===== config.mk =====
export PLATFORM = sky130hd
export DESIGN_NAME = qspi_flash_resp
export DESIGN_NICKNAME = d
export VERILOG_FILES = /design/src/rtl/qspi_flash_resp_pkg.sv /design/src/rtl/qspi_resp_sync.sv /design/src/rtl/qspi_flash_resp.sv
export SDC_FILE = /design/constraint.sdc
export NUM_CORES = 1
export LEC_CHECK = 0
export CAP_MARGIN = 20
export CORE_ASPECT_RATIO = 1.1
export CORE_MARGIN = 2
export CORE_UTILIZATION = 51
export DETAILED_ROUTE_END_ITERATION = 7
export HOLD_SLACK_MARGIN = 0.15
export PLACE_DENSITY = 0.78
export SYNTH_ARGS = -nofsm -noshare
export SYNTH_HDL_FRONTEND = slang
export SYNTH_SLANG_ARGS = --single-unit

===== constraint.sdc =====
create_clock -name clk -period 2.1 [get_ports clk]
set_clock_uncertainty 0.15 [all_clocks]
set_input_delay 0.42 -clock clk [delete_from_list [all_inputs] [get_ports clk]]
set_output_delay 0.42 -clock clk [all_outputs]
set_load 0.02 [all_outputs]

===== src/rtl/qspi_flash_resp_pkg.sv =====
// qspi_flash_resp_pkg: opcodes, FSM encoding, counter widths and ID byte select for the QSPI flash responder
package qspi_flash_resp_pkg;
  localparam logic [7:0] OP_READ      = 8'h03;
  localparam logic [7:0] OP_FAST_READ = 8'h0B;
  localparam logic [7:0] OP_QUAD_READ = 8'h6B;
  localparam logic [7:0] OP_JEDEC_ID  = 8'h9F;
  localparam logic [7:0] OP_RDSR      = 8'h05;
  localparam int CNT_W = 8;
  localparam int BIT_W = 3;
  typedef enum logic [2:0] {ST_IDLE, ST_CMD, ST_ADDR, ST_DUMMY, ST_DATA, ST_IGNORE} state_e;
  function automatic logic [7:0] id_byte(input logic [23:0] id, input logic [1:0] idx);
    return idx == 2'd0 ? id[23:16] : idx == 2'd1 ? id[15:8] : idx == 2'd2 ? id[7:0] : 8'h00;
  endfunction
endpackage


===== src/rtl/qspi_resp_sync.sv =====
// qspi_resp_sync: 2-flop synchronizers for the QSPI pins plus sck/cs edge pulses
module qspi_resp_sync (
  input  logic       clk,
  input  logic       reset,
  input  logic       sck,
  input  logic       cs,
  input  logic [3:0] dq,
  output logic [3:0] dq_s,
  output logic       sck_rise,
  output logic       sck_fall,
  output logic       cs_rise,
  output logic       cs_fall
);
  localparam logic [5:0] IDLE_PINS = 6'b010000;
  logic [5:0] s1_q, s1_d, s2_q, s2_d;
  logic [1:0] prev_q, prev_d;
  always_comb begin
    s1_d = {sck, cs, dq};
    s2_d = s1_q;
    prev_d = s2_q[5:4];
  end
  always_ff @(posedge clk) begin
    if (reset) begin
      s1_q <= IDLE_PINS;
      s2_q <= IDLE_PINS;
      prev_q <= 2'b01;
    end else begin
      s1_q <= s1_d;
      s2_q <= s2_d;
      prev_q <= prev_d;
    end
  end
  assign dq_s = s2_q[3:0];
  assign sck_rise = s2_q[5] & ~prev_q[1];
  assign sck_fall = ~s2_q[5] & prev_q[1];
  assign cs_rise = s2_q[4] & ~prev_q[0];
  assign cs_fall = ~s2_q[4] & prev_q[0];
endmodule


===== src/rtl/qspi_flash_resp.sv =====
// qspi_flash_resp: QSPI NOR-flash responder serving reads, JEDEC ID and RDSR from a synchronous BRAM port.
// Define QSPI_FLASH_RESP_QUAD_EN to add the 0x6B quad output read.
module qspi_flash_resp
  import qspi_flash_resp_pkg::*;
#(
  parameter int unsigned ADDR_W     = 24,
  parameter logic [23:0] JEDEC_ID   = 24'hEF4017,
  parameter int unsigned DUMMY_CLKS = 8
) (
  input  logic              clk,
  input  logic              reset,
  input  logic              qspi_sck,
  input  logic              qspi_cs,
  input  logic [3:0]        qspi_dq_i,
  output logic [3:0]        qspi_dq_o,
  output logic [3:0]        qspi_dq_oe,
  output logic              mem_req,
  output logic [ADDR_W-1:0] mem_addr,
  input  logic [7:0]        mem_rdata,
  output logic              busy,
  output logic              cmd_err
);
`ifdef QSPI_FLASH_RESP_QUAD_EN
  localparam logic [3:0] PIN_MASK = 4'hF;
`else
  localparam logic [3:0] PIN_MASK = 4'h2;
`endif
  logic sck_rise, sck_fall, cs_rise, cs_fall;
  logic [3:0] dq_s;
  logic unused_dq;
  state_e state_q, state_d;
  logic [CNT_W-1:0] cnt_q, cnt_d;
  logic [23:0] sr_q, sr_d, shift_in;
  logic [7:0] op_q, op_d, tx_q, tx_d, pre_q, pre_d;
  logic [1:0] id_idx_q, id_idx_d, ld_q, ld_d;
  logic [BIT_W-1:0] bit_q, bit_d;
  logic [ADDR_W-1:0] mem_addr_q, mem_addr_d;
  logic rvalid_q, rvalid_d, mem_req_q, mem_req_d, cmd_err_q, cmd_err_d;
  logic [3:0] dq_o_q, dq_o_d, oe_q, oe_d;
  logic quad, mem_src, load;

  qspi_resp_sync u_sync (
    .clk      (clk),
    .reset    (reset),
    .sck      (qspi_sck),
    .cs       (qspi_cs),
    .dq       (qspi_dq_i),
    .dq_s     (dq_s),
    .sck_rise (sck_rise),
    .sck_fall (sck_fall),
    .cs_rise  (cs_rise),
    .cs_fall  (cs_fall)
  );

  assign unused_dq = ^dq_s[3:1];
  assign shift_in = {sr_q[22:0], dq_s[0]};
  assign mem_src = op_q != OP_JEDEC_ID && op_q != OP_RDSR;
`ifdef QSPI_FLASH_RESP_QUAD_EN
  assign quad = op_q == OP_QUAD_READ;
`else
  assign quad = 1'b0;
`endif

  always_comb begin
    state_d = state_q;
    cnt_d = cnt_q;
    sr_d = sr_q;
    op_d = op_q;
    id_idx_d = id_idx_q;
    tx_d = tx_q;
    bit_d = bit_q;
    ld_d = {ld_q[0], 1'b0};
    mem_req_d = 1'b0;
    mem_addr_d = mem_addr_q;
    cmd_err_d = 1'b0;
    dq_o_d = dq_o_q;
    oe_d = oe_q;
    rvalid_d = mem_req_q;
    pre_d = rvalid_q ? mem_rdata : pre_q;
    load = 1'b0;
    if (cs_rise) begin
      state_d = ST_IDLE;
      oe_d = 4'h0;
      dq_o_d = 4'h0;
      ld_d = 2'b00;
    end else begin
      unique case (state_q)
        ST_IDLE: if (cs_fall) begin
          state_d = ST_CMD;
          cnt_d = '0;
        end
        ST_CMD: if (sck_rise) begin
          cnt_d = cnt_q + 1'b1;
          sr_d = shift_in;
          if (cnt_q == CNT_W'(7)) begin
            op_d = shift_in[7:0];
            cnt_d = '0;
            bit_d = '0;
            unique case (shift_in[7:0])
              OP_READ, OP_FAST_READ: state_d = ST_ADDR;
`ifdef QSPI_FLASH_RESP_QUAD_EN
              OP_QUAD_READ: state_d = ST_ADDR;
`endif
              OP_JEDEC_ID: begin
                state_d = ST_DATA;
                id_idx_d = 2'd0;
                ld_d = 2'b01;
              end
              OP_RDSR: begin
                state_d = ST_DATA;
                id_idx_d = 2'd3;
                ld_d = 2'b01;
              end
              default: begin
                state_d = ST_IGNORE;
                cmd_err_d = 1'b1;
              end
            endcase
          end
        end
        ST_ADDR: if (sck_rise) begin
          cnt_d = cnt_q + 1'b1;
          sr_d = shift_in;
          if (cnt_q == CNT_W'(23)) begin
            cnt_d = '0;
            mem_req_d = 1'b1;
            mem_addr_d = shift_in[ADDR_W-1:0];
            if (op_q == OP_READ || DUMMY_CLKS == 0) begin
              state_d = ST_DATA;
              ld_d = 2'b01;
            end else state_d = ST_DUMMY;
          end
        end
        ST_DUMMY: if (sck_rise) begin
          cnt_d = cnt_q + 1'b1;
          if (cnt_q == CNT_W'(DUMMY_CLKS - 1)) begin
            state_d = ST_DATA;
            ld_d = 2'b01;
          end
        end
        ST_DATA: begin
          load = ld_q[1];
          if (sck_fall) begin
            dq_o_d = quad ? tx_q[7:4] : {2'b00, tx_q[7], 1'b0};
            oe_d = quad ? 4'hF : 4'h2;
            tx_d = quad ? {tx_q[3:0], 4'h0} : {tx_q[6:0], 1'b0};
            bit_d = bit_q + 1'b1;
            if (bit_q == (quad ? BIT_W'(1) : BIT_W'(7))) begin
              load = 1'b1;
              bit_d = '0;
            end
          end
        end
        ST_IGNORE: ;
        default: state_d = ST_IDLE;
      endcase
    end
    // A load consumes the prefetched (or just-returned) byte and requests the next one
    if (load) begin
      tx_d = mem_src ? (rvalid_q ? mem_rdata : pre_q) : id_byte(JEDEC_ID, id_idx_q);
      id_idx_d = id_idx_q + {1'b0, id_idx_q != 2'd3};
      if (mem_src) begin
        mem_req_d = 1'b1;
        mem_addr_d = mem_addr_q + 1'b1;
      end
    end
  end

  always_ff @(posedge clk) begin
    if (reset) begin
      state_q <= ST_IDLE;
      cnt_q <= '0;
      sr_q <= '0;
      op_q <= '0;
      id_idx_q <= '0;
      tx_q <= '0;
      bit_q <= '0;
      ld_q <= '0;
      mem_req_q <= 1'b0;
      mem_addr_q <= '0;
      cmd_err_q <= 1'b0;
      dq_o_q <= '0;
      oe_q <= '0;
      rvalid_q <= 1'b0;
      pre_q <= '0;
    end else begin
      state_q <= state_d;
      cnt_q <= cnt_d;
      sr_q <= sr_d;
      op_q <= op_d;
      id_idx_q <= id_idx_d;
      tx_q <= tx_d;
      bit_q <= bit_d;
      ld_q <= ld_d;
      mem_req_q <= mem_req_d;
      mem_addr_q <= mem_addr_d;
      cmd_err_q <= cmd_err_d;
      dq_o_q <= dq_o_d;
      oe_q <= oe_d;
      rvalid_q <= rvalid_d;
      pre_q <= pre_d;
    end
  end

  assign qspi_dq_o = dq_o_q & PIN_MASK;
  assign qspi_dq_oe = oe_q & PIN_MASK;
  assign mem_req = mem_req_q;
  assign mem_addr = mem_addr_q;
  assign cmd_err = cmd_err_q;
  assign busy = state_q != ST_IDLE;
endmodule


== Word level (Yosys, flattened, before mapping) ==
Cells that the tools add are included.

* Flip-flop bits (word level): 108
* Input port bits: 16
* Output and inout port bits: 35
* Logic and storage cells: 152

* Add/sub/neg operators: 4
* Equal/unequal tests: 27
* Multiplexer cells: 63
* Bitwise logic cells: 13
* Reduce and logical (&&, ||, !) cells: 27

{| class="wikitable"
|+ Operator list
! kind !! count
|-
| $mux W24 || 6
|-
| $mux W8 || 13
|-
| $mux W3 || 12
|-
| $pmux W8 S4 || 1
|-
| $mux W2 || 13
|-
| $add A24 B1 Y24 const B || 1
|-
| $ne A2 B2 Y1 const B || 9
|-
| $eq A8 B2 Y1 const B || 2
|-
| $eq A8 B3 Y1 const B || 2
|-
| $pmux W3 S5 || 1
|-
| $pmux W3 S2 || 2
|-
| $reduce_bool A2 Y1 || 6
|-
| $mux W1 || 11
|-
| $reduce_and A5 Y1 || 2
|-
| $reduce_or A2 Y1 || 5
|-
| $eq A3 B3 Y1 const B || 3
|-
| $not A1 Y1 || 9
|-
| $add A8 B1 Y8 const B || 1
|-
| $eq A8 B4 Y1 const B || 1
|-
| $eq A8 B5 Y1 const B || 1
|-
| $eq A8 B8 Y1 const B || 1
|-
| $ne A8 B3 Y1 const B || 1
|-
| $ne A8 B8 Y1 const B || 1
|-
| $reduce_and A8 Y1 || 1
|-
| other kinds (23) || 29
|}

== Depth between registers and ports, before layout ==
* Word-level depth: 7
* Gate-level depth with buffers: 8
* Mapped depth without buffers: 7

== Modules after synthesis ==
From an unflattened synthesis, not the netlist that was laid out.

* Cell total of the unflattened synthesis: 581
* Area total of the unflattened synthesis: 5,038.6 sq um

{| class="wikitable"
|+ By module, submodules not included
! module !! instances !! cells an instance !! area each (sq um) !! seq. area each (sq um)
|-
| qspi_flash_resp || 1 || 544 || 4,600.7 || 1,881.8
|-
| qspi_resp_sync || 1 || 37 || 437.9 || 280.3
|}

== Worst setup path after synthesis ==
Ideal clock, no wire load.

* Path kind: register to register
* Start: register bit_q[0]
* End: register tx_q[1]
* Setup time: 0.131 ns
* Arrival time: 1.824 ns
* Required time: 1.819 ns
* Setup slack: -0.005 ns
* Cell stages (with the launch flop): 9
* Path buffers: 1
* Period minus slack after synthesis: 2.105 ns
* Cells stage by stage: dfxtp_1 > ha_1 > ha_1 > and3b_1 > o2111ai_2 > buf_2 > nor3_2 > a211oi_1 > a21oi_1

* Longest elaborated chain between the ends: 7
* Elaborated cells on any way between the ends: 10
* Those cells by class: eq/ne: 2; mux: 5; reduce/logical: 3

{| class="wikitable"
|+ Ends and longest elaborated chain
! element !! line !! source
|-
| start, declared || qspi_flash_resp.sv:36 || <nowiki>logic [BIT_W-1:0] bit_q, bit_d;</nowiki>
|-
| start signal, assigned || qspi_flash_resp.sv:193 || <nowiki>bit_q <= bit_d;</nowiki>
|-
| $eq A3 B3 Y1 * || qspi_flash_resp.sv:148 || <nowiki>if (bit_q == (quad ? BIT_W'(1) : BIT_W'(7))) begin</nowiki>
|-
| $mux W1 * || qspi_flash_resp.sv:148 ||
|-
| $mux W1 * || qspi_flash_resp.sv:143 || <nowiki>if (sck_fall) begin</nowiki>
|-
| $mux W1 * || qspi_flash_resp.sv:87 || <nowiki>unique case (state_q)</nowiki>
|-
| $mux W1 * || qspi_flash_resp.sv:81 || <nowiki>if (cs_rise) begin</nowiki>
|-
| $ne A2 B1 Y1 (no source line) / $reduce_bool A2 Y1 (equally long branches) || n/a ||
|-
| $reduce_and A3 Y1 (no source line) || n/a ||
|-
| end signal, assigned || qspi_flash_resp.sv:192 || <nowiki>tx_q <= tx_d;</nowiki>
|-
| end, declared || qspi_flash_resp.sv:34 || <nowiki>logic [7:0] op_q, op_d, tx_q, tx_d, pre_q, pre_d;</nowiki>
|}

Mark *: on every way between the ends. The rest lies on a longest branch, timed or not.
A chain may end at the register's enable or synchronous reset.

== Worst setup path after layout ==
* Start: register bit_q[0]
* End: register mem_addr_q[21], in the netlist mem_addr[21]

* Longest elaborated chain between the ends: 6

{| class="wikitable"
|+ Ends and longest elaborated chain
! element !! line !! source
|-
| $eq A3 B3 Y1 || qspi_flash_resp.sv:148 ||
|-
| $mux W1 || qspi_flash_resp.sv:148 ||
|-
| $mux W1 || qspi_flash_resp.sv:143 ||
|-
| $mux W1 || qspi_flash_resp.sv:87 ||
|-
| $mux W1 || qspi_flash_resp.sv:81 ||
|-
| $mux W24 || qspi_flash_resp.sv:159 || <nowiki>if (load) begin</nowiki>
|-
| end signal, assigned || qspi_flash_resp.sv:196 || <nowiki>mem_addr_q <= mem_addr_d;</nowiki>
|-
| end, declared || qspi_flash_resp.sv:37 || <nowiki>logic [ADDR_W-1:0] mem_addr_q, mem_addr_d;</nowiki>
|}

Every way passes these cells.

==> results_dict.tcl <==
set metrics [dict create \
    status "complete, no violations" \
    leakagePower_nw 2.28 \
    dieHeight_um 108 \
    fmax_mhz 477 \
    final_core_util_pct 64.9 \
    async_flop_share_pct 0 \
    synthCells 559 \
    drc 0 \
    ys_seq_area_share_pct 40.4 \
    cts_buffers 9 \
    critPathCaptureType "flip-flop" \
    design_area_mm2 0.00632 \
    worstMarginPinSlew_ns 0.671 \
    synth_xor_xnor_area_share_pct 1.39 \
    insertion_delay_ns 0.37 \
    crit_end "mem_addr[21]$_SDFF_PP0_" \
    worst_slack_ns 0.00392 \
    grt_pass1_wl_um 21000 \
    timing.rr.start "bit_q[0]$_SDFFE_PP0P_" \
    synth_compound_area_share_pct 14.9 \
    switchingPower_mw 0.792 \
    avgViaCountPerCell 6.04 \
    place_ws_ns -0.210 \
    dp.cells 733 \
    diodes 0 \
    use_met2_pct 40.8 \
    ir_drop_mv 0.410 \
    num_io_pins 51 \
    synth_edf_count 0 \
    fill_cells 766 \
    yosys.area.top_type "dfxtp_1" \
    grt_pass1_vias 4411 \
    critPathRequiredTime_ns 2.26 \
    cts_buffer_depth 2 \
    post-route-min-period_ns 2.10 \
    setup.worst_path.class "flip-flop to flip-flop" \
    hp-class "input pin to flip-flop" \
    hold_viol_final 0 \
    grt_overflow 0 \
    r2r_cells 8 \
    rsz0062_at_grt "true" \
    avgSynthCellArea_um2 9.04 \
    first_pass_iters 5 \
    ys_types 83 \
    ys_top_cells_by_area "dfxtp_1 (40%), mux2i_1 (10%), nor2_1 (4.8%)" \
    grt_busiest_layer "met2" \
    period_share_pct 99.8 \
    finalNetCount 655 \
    dpl.hpwl_um 8770 \
    combPwrFrac_pct 4.4 \
    ys_seq_elements 102 \
    core_mm2 0.00975 \
    synthAdderAreaFrac_pct 0.990 \
    dr_total_vias 4583 \
    setup_violations 0 \
    clockPowerShare_pct 39.2 \
    crit_fanout 4 \
    gp_congestion 0.950 \
    clk_pin_slew_ns 0.10 \
    cts_tree "yes" \
    dieArea_mm2 0.0107 \
    ff2ff_setup_slack_ns 0.004 \
    arrival_ns 2.25 \
    power.density_mw_per_mm2 548 \
    worst_setup_path_start_kind "flip-flop" \
    final_antenna_net_count 0 \
    die_x_um 98.9 \
    hold_buffers 0 \
    row_count 38 \
    area_delta_synth_final_pct 25.1 \
    max_slew_margin_pct 55.2 \
    p_int_mw 2.67 \
    grt_max_degree 59 \
    use_met3_pct 4.59 \
    final_cells 759 \
    holdWs_ns 0.270 \
    clockRootBuffer "clkbuf_8" \
    dr.first_iter.drc_count 296 \
    pwr-share-seq_pct 56.4 \
    setup.worst_path.start "bit_q[0]$_SDFFE_PP0P_" \
    post_dp_cell_area_mm2 0.00581 \
    start_util_pct 51.9 \
    drive_gt1_share_pct 21.8 \
    synth_flop_cell "dfxtp_1" \
    antenna_found_initial 0 \
    synth_top_family_by_area "simple AND/OR/NAND/NOR gates" \
    wire_per_inst_um 16.9 \
    synthesis.area_mm2 0.00505 \
    netlist_top_cells_count "dfxtp_1 (102), nor2_1 (64), mux2i_1 (52), nand2_1 (40), a21oi_1 (25)" \
    yosys-mux-area-fraction_pct 10.5 \
    track_usage_pct 24.1 \
    final_max_slew_viol_count 0 \
    synth-simple-area-share_pct 26.3 \
    yosysWarnings 0 \
    cts.sinks 102 \
    yosysMostFrequentCell "dfxtp_1" \
    p_sw_share_pct 22.8 \
    h-tree-depth 3 \
    synth_top_area_share_pct 40.4 \
    rr_endpoint "mem_addr[21]$_SDFF_PP0_" \
    maxCapViolCount 0 \
    grtUsageMet1_pct 30.5 \
    drt_wl_total_um 12800 \
    portBuffers 41 \
]
critical path: stages (launching register included):
cell and delay [ns]:
dfxtp_2 0.36, ha_4 0.14, ha_4 0.12, and3b_2 0.22, o2111a_2 0.26, buf_6 0.11, nand4_1 0.15, or3_1 0.36
a31oi_1 0.15
layer usage:
| metal | up-vias | share of wire (%) |
|---|---|---|
| li1 | 2176 | - |
| met1 | 2223 | 43 |
| met2 | 162 | 50 |
| met3 | 22 | 4.8 |
| met4 | 0 | 2.0 |
| met5 | - | 0 |
cells in the final DEF, fill, tap and decap left out, types with 7 or more instances in the layout:
| cell | synthesis | final |
|---|---|---|
| mux2i_1 | 52 | 52 |
| nor2_1 | 64 | 63 |
| clkbuf_8 | 0 | 9 |
| nand2_1 | 40 | 40 |
| inv_1 | 9 | 9 |
| buf_4 | 12 | 52 |
| dfxtp_1 | 102 | 96 |
| nor4_1 | 15 | 11 |
| nand4_1 | 11 | 11 |
| o21ai_0 | 12 | 12 |
| nor2b_1 | 11 | 10 |
| clkdlybuf4s50_1 | 0 | 31 |
| nand3_1 | 18 | 18 |
| a21oi_1 | 25 | 24 |
| nor3_1 | 13 | 13 |
| xnor2_1 | 7 | 7 |
| o22ai_1 | 9 | 9 |
| a31oi_1 | 8 | 8 |
how the worst min path moves through the flow:
stage / start / endpoint / slack, ns / depth (start not counted)
floorplan: u_sync.s1_q[4]$_SDFF_PP1_ / u_sync.s2_q[4]$_SDFF_PP1_ / 0.24 / 1
CTS: reset / oe_q[1]$_SDFFE_PP0P_ / 0.25 / 3
detailed placement: u_sync.s1_q[4]$_SDFF_PP1_ / u_sync.s2_q[4]$_SDFF_PP1_ / 0.25 / 1
global placement: u_sync.s1_q[4]$_SDFF_PP1_ / u_sync.s2_q[4]$_SDFF_PP1_ / 0.25 / 1
finish: reset / oe_q[1]$_SDFFE_PP0P_ / 0.27 / 3
global route: u_sync.s1_q[4]$_SDFF_PP1_ / u_sync.s2_q[4]$_SDFF_PP1_ / 0.29 / 1
power by group through the flow:
stage / clock network (mW) / logic (mW) / registers, mW
after floorplan: 0 / 0.104 / 1.99
after global placement: 0 / 0.147 / 2.00
after detailed placement: 0 / 0.149 / 2.00
after CTS: 1.37 / 0.149 / 1.95
after global routing: 1.47 / 0.164 / 1.96
final: 1.36 / 0.152 / 1.95
flip-flops by register name, indices dropped and copies added, names as in the netlist, 2 cells and up:
register       flops
u_sync.s1_q        3
id_idx_q           2
u_sync.s2_q        3
tx_q               8
u_sync.prev_q      2
pre_q              8
cnt_q              8
bit_q              3
op_q               8
ld_q               2
state_q            3
sr_q              23
mem_addr          24
layout make-up:
type,instances,area [um^2],share of cell area [%]
Timing Repair Buffer,103,943,14.9
Clock buffer,10,128,2.02
Sequential cell,102,2050,32.4
Multi-Input combinational cell,410,2940,46.4
Clock inverter,5,85.1,1.35
Inverter,9,33.8,0.534
Tap cell,120,150,2.37
cell families (layout without fill, tap and decap cells):
kind of cell	count (synthesis)	after routing
other	1	6
XOR/XNOR	8	8
multiplexers	53	53
buffers and inverters	52	127
AND/OR/NAND/NOR	235	235
flip-flops	102	102
AO/OA/AOI/OAI	104	104
adder cells (fa/ha/maj)	4	4
metrics by stage:
stage | power (mW) | setup TNS [ns]
3_5_place_dp | 2.15 | -3.52
4_1_cts | 3.47 | -0.0279
5_1_grt | 3.59 | -0.579
6_report | 3.46 | 0
3_3_place_gp | 2.14 | -1.80
2_1_floorplan | 2.10 | 0
what timing repair did:
action	in CTS	in global routing
endpoints found under the setup margin	34	60
setup buffers	5	6
resized for setup	23	29
pin swaps	6	12
gates cloned	0	1
No activity file was read; power rests on OpenSTA's default activity.
==> patch 1, RTL diff (same flow settings) <==
The package constant `BIT_W` goes from 3 to 6.
--- a/src/rtl/qspi_flash_resp_pkg.sv
+++ b/src/rtl/qspi_flash_resp_pkg.sv
@@ -8,3 +8,3 @@
   localparam int CNT_W = 8;
-  localparam int BIT_W = 3;
+  localparam int BIT_W = 6;
   typedef enum logic [2:0] {ST_IDLE, ST_CMD, ST_ADDR, ST_DUMMY, ST_DATA, ST_IGNORE} state_e;
Behaviour: no difference found for any inputs over 10 cycles, from zero or initial values and one cycle with reset high; that may be too few to reach the edited logic, so the function may still have changed.
==> patch 1 against the unedited design <==
Global-route usage decreased by 0.36 points. Wire length decreased by 2.4%. Via count increased by 2.6%. Power grew 0.14%. The flow now finishes with violations (setup timing). Area after synthesis fell by 4.4%. First-iteration DRC count decreased by 9.8%. Count of clock-buffer cells in the layout shrank 1. Sequential cell count grew 3. Worst hold slack better by 0.0021 ns. Final area shrank 2.2%. Setup slack lost 0.041 ns. Critical path depth down 3. Clock power shrank 5%.
==> patch 1: results (changes against the unedited design) <==
clk-power_mw: 1.29  # -5%
synthTopCellsByCount: "dfxtp_1 (105), nand2_1 (100), a21oi_1 (71)"
r2r_end: "bit_q[3]"
finalWorstSetupSlack_ns: -0.03677  # -0.04069 ns
grt_use_total_pct: 23.76  # -0.36 points
nNonClkBuffers: 108  # +4.9%
final_nets: 711  # +8.5%
drt_first_pass_iters: 4  # -1
reg2regPathDepth: 5  # -3
setup_viol: 2  # +2
comb-power_mw: 0.172  # +13%
hp-class: "reg2reg"
p_leak_nw: 2.257  # -0.91%
status: "finished, violations left"
final_util_pct: 66.47  # +1.6 points
synth.distinct_cells: 63  # -24%
synthTopCellsByArea: "dfxtp_1 (43%), nand2_1 (7.8%), a21oi_1 (7.3%)"
register_area_mm2: 0.002113  # +3.1%
cp_data_arrival_time_ns: 2.29  # +0.04 ns
grt_pass1_wl_um: 20510  # -2.5%
hpwl_um: 8340  # -4.9%
min_from: "u_sync.s1_q[4]"
violations: "setup timing"
synth-compound-area-share_pct: 16.77  # +1.8 points
peakVddDrop_v: 0.0003127  # -24%
finalPower_mw: 3.469  # +0.14%
## patch 1: how the worst max path moves through the flow
| stage | end | slack [ns] | cells after the start |
|---|---|---|---|
| 4_1_cts | mem_addr[21] | -0.001 | 6 |
| 2_1_floorplan | state_q[2] | 0.05 | 7 |
| 3_5_place_dp | mem_addr[21] | -0.24 | 6 |
| 5_1_grt | bit_q[3] | -0.07 | 5 |
| 6_report | bit_q[3] | -0.04 | 5 |
| 3_3_place_gp | mem_addr[3] | -0.18 | 6 |
## patch 1: routing by layer
| metal | track usage (%) | up-vias | part of all wire, % | wire length (um) |
|---|---|---|---|---|
| met3 | 3.945 | 26 | 4.2 | 527 |
| met1 | 29.61 | 2245 | 43 | 5366 |
| li1 | - | 2292 | - | - |
| met4 | 10.66 | 0 | 2.4 | 296 |
| met2 | 40.48 | 141 | 51 | 6332 |
| met5 | 0 | - | 0 | 0 |
## patch 1: timing repair
item,4_1_cts,5_1_grt
pin swaps,3,12
resized for setup,15,46
setup endpoints to repair,26,49
buffers inserted,1,6
==> patch 2, RTL diff (same settings) <==
Made on the original files. Compare `cnt_q` against `CNT_W'(7)` with >= in place of ==.
--- a/src/rtl/qspi_flash_resp.sv
+++ b/src/rtl/qspi_flash_resp.sv
@@ -94,3 +94,3 @@
           sr_d = shift_in;
-          if (cnt_q == CNT_W'(7)) begin
+          if (cnt_q >= CNT_W'(7)) begin
             op_d = shift_in[7:0];
Function: same outputs for any inputs over 10 cycles, from zero or initial values and one cycle with reset high; that may be too few to reach the edited logic, so the function may still have changed.
==> patch 2 against the unedited design <==
The flow now finishes with violations (setup timing). Largest power group unchanged. First-iteration DRC count grew 40%. Final area up 5.1%. Largest cell class unchanged. Area after synthesis down 1.9%. Wire length rose by 14%. Sequential share of layout area is 1.5 points lower. Die area down 1.8%. Via count is 9.9% higher. Power shrank 0.10%. Fmax is 4.8% lower. Combinational power is 8% higher. Sequential cell count unchanged. Setup slack worse by 0.11 ns.
==> patch 2: results (changes against the unedited design) <==
cp_slowest_cell: "dfxtp_2"
cts-root-buf: "clkbuf_8"
min_from: "u_sync.s1_q[4]"
avgSynthCellArea_um2: 8.366  # -7.5%
reg2regPathDepth: 8  # unchanged
r2r_end: "mem_addr[22]"
cts_buffers: 9  # unchanged
dp_cells: 803  # +9.5%
worst_path_dominant_cell_family: "compound AO/OA/AOI/OAI gates"
place_ws_ns: -0.1963  # +0.01325 ns
largest_reg_flops: 24  # unchanged
crit_fanout: 5  # +1
antenna_found_initial: 0  # unchanged
finalSetupTns_ns: -0.6322  # -0.6322 ns
synthTopCellsByArea: "dfxtp_1 (41%), nand2_1 (7.6%), a21oi_1 (5.5%)"
violations: "setup timing"
cts_resized: 22  # -4.3%
r2r-start: "bit_q[0]"
fin_area_mm2: 0.006650  # +5.1%
fin_cells: 830  # +9.4%
synth.distinct_cells: 76  # -8.4%
vias: 5037  # +9.9%
whs_ns: 0.2775  # +0.006965 ns
yosysSeqAreaShare_pct: 41.16  # +0.76 points
placed_cell_area_mm2: 0.006008  # +3.4%
use_met3_pct: 5.130  # +0.54 points
min_path_cells: 1  # -2
gp_congestion: 0.8995  # -5.4%
p_leak_nw: 2.410  # +5.8%
setup_viol: 10  # +10
port_buffers: 41  # unchanged
critPathMaxStageDelay_ns: 0.35
drtIter0Drc: 414  # +40%
clock_latency_ns: 0.38
hpwl_um: 9468  # +7.9%
synth_ff_type: "dfxtp_1"
grt_max_degree: 57  # -3.4%
grtUsageMet2_pct: 45.11  # +4.3 points
status: "finished, violations left"
synthTopCellsByCount: "dfxtp_1 (102), nand2_1 (100), a21oi_1 (55)"
antennaDiodeCount: 0  # unchanged
grt_use_total_pct: 25.61  # +1.5 points
layout-drive-gt1-share_pct: 27.21  # +5.5 points
whs_endpoint: "u_sync.s2_q[4]"
fillCellCount: 681  # -11%
grt_pass1_wl_um: 22280  # +6.0%
post_cts_buffers: 2  # -3
peakVddDrop_v: 0.0003239  # -21%
avgRoutedWirePerCell_um: 17.57  # +3.9%
finalWorstSetupSlack_ns: -0.1029  # -0.1068 ns
h-tree-depth: 3  # unchanged
met1_usage_pct: 31.10  # +0.65 points
hp-class: "reg2reg"
final_nets: 728  # +11%
first_global_vias: 4947  # +12%
[patch 2: cell types whose count changed after synthesis, sizes merged, moves of 6 or more]
cell,change
nand2,+58
mux2i,-42
a21oi,+30
nor2,-27
buf,-11
nor4,-11
a22oi,+8
clkbuf,+8
and3,+7
o21bai,+6
[patch 2: kinds of logic after synthesis]
logic type      after synthesis  share of synthesized area (%)
fa+ha+maj                     4                          1.009
flops                       102                          41.16
buf+inv                      50                          5.523
compound gates              151                          20.40
xor+xnor                      6                          1.059
simple gates                266                          28.07
mux                          13                          2.699
other cells                   1                        0.07559
[patch 2: final cells by class]
| cell class | count | share of cell area (%) |
|---|---|---|
| well taps | 117 | 2.201 |
| clock inverters | 6 | 1.148 |
| inverters | 10 | 0.5644 |
| clock buffers | 10 | 2.070 |
| repair buffers | 139 | 18.25 |
| multi-input cells | 446 | 44.87 |
| flip-flops and latches | 102 | 30.89 |
[patch 2: worst max path at each step]
| stage | start | to | depth (start not counted) |
|---|---|---|---|
| final | bit_q[0] | mem_addr[22] | 8 |
| after global placement | bit_q[0] | mem_addr[21] | 8 |
| after detailed placement | bit_q[0] | mem_addr[7] | 8 |
| after CTS | bit_q[0] | mem_addr[3] | 8 |
| after floorplan | bit_q[0] | mem_addr[20] | 8 |
| after global routing | bit_q[0] | mem_addr[22] | 8 |
[patch 2: per-layer routing]
layer	share of wire, %	vias to the layer above	wire [um]
li1	-	2378	-
met1	40	2395	5845
met2	51	220	7446
met3	6.1	44	884
met4	2.8	0	409
met5	0	-	0
[patch 2: power breakdown]
part | internal [mW] | switching, mW | leakage (nW) | total, mW
logic | 0.0719 | 0.0919 | 1.48 | 0.164
registers | 1.94 | 0.00816 | 0.827 | 1.95
clock network | 0.605 | 0.744 | 0.103 | 1.35
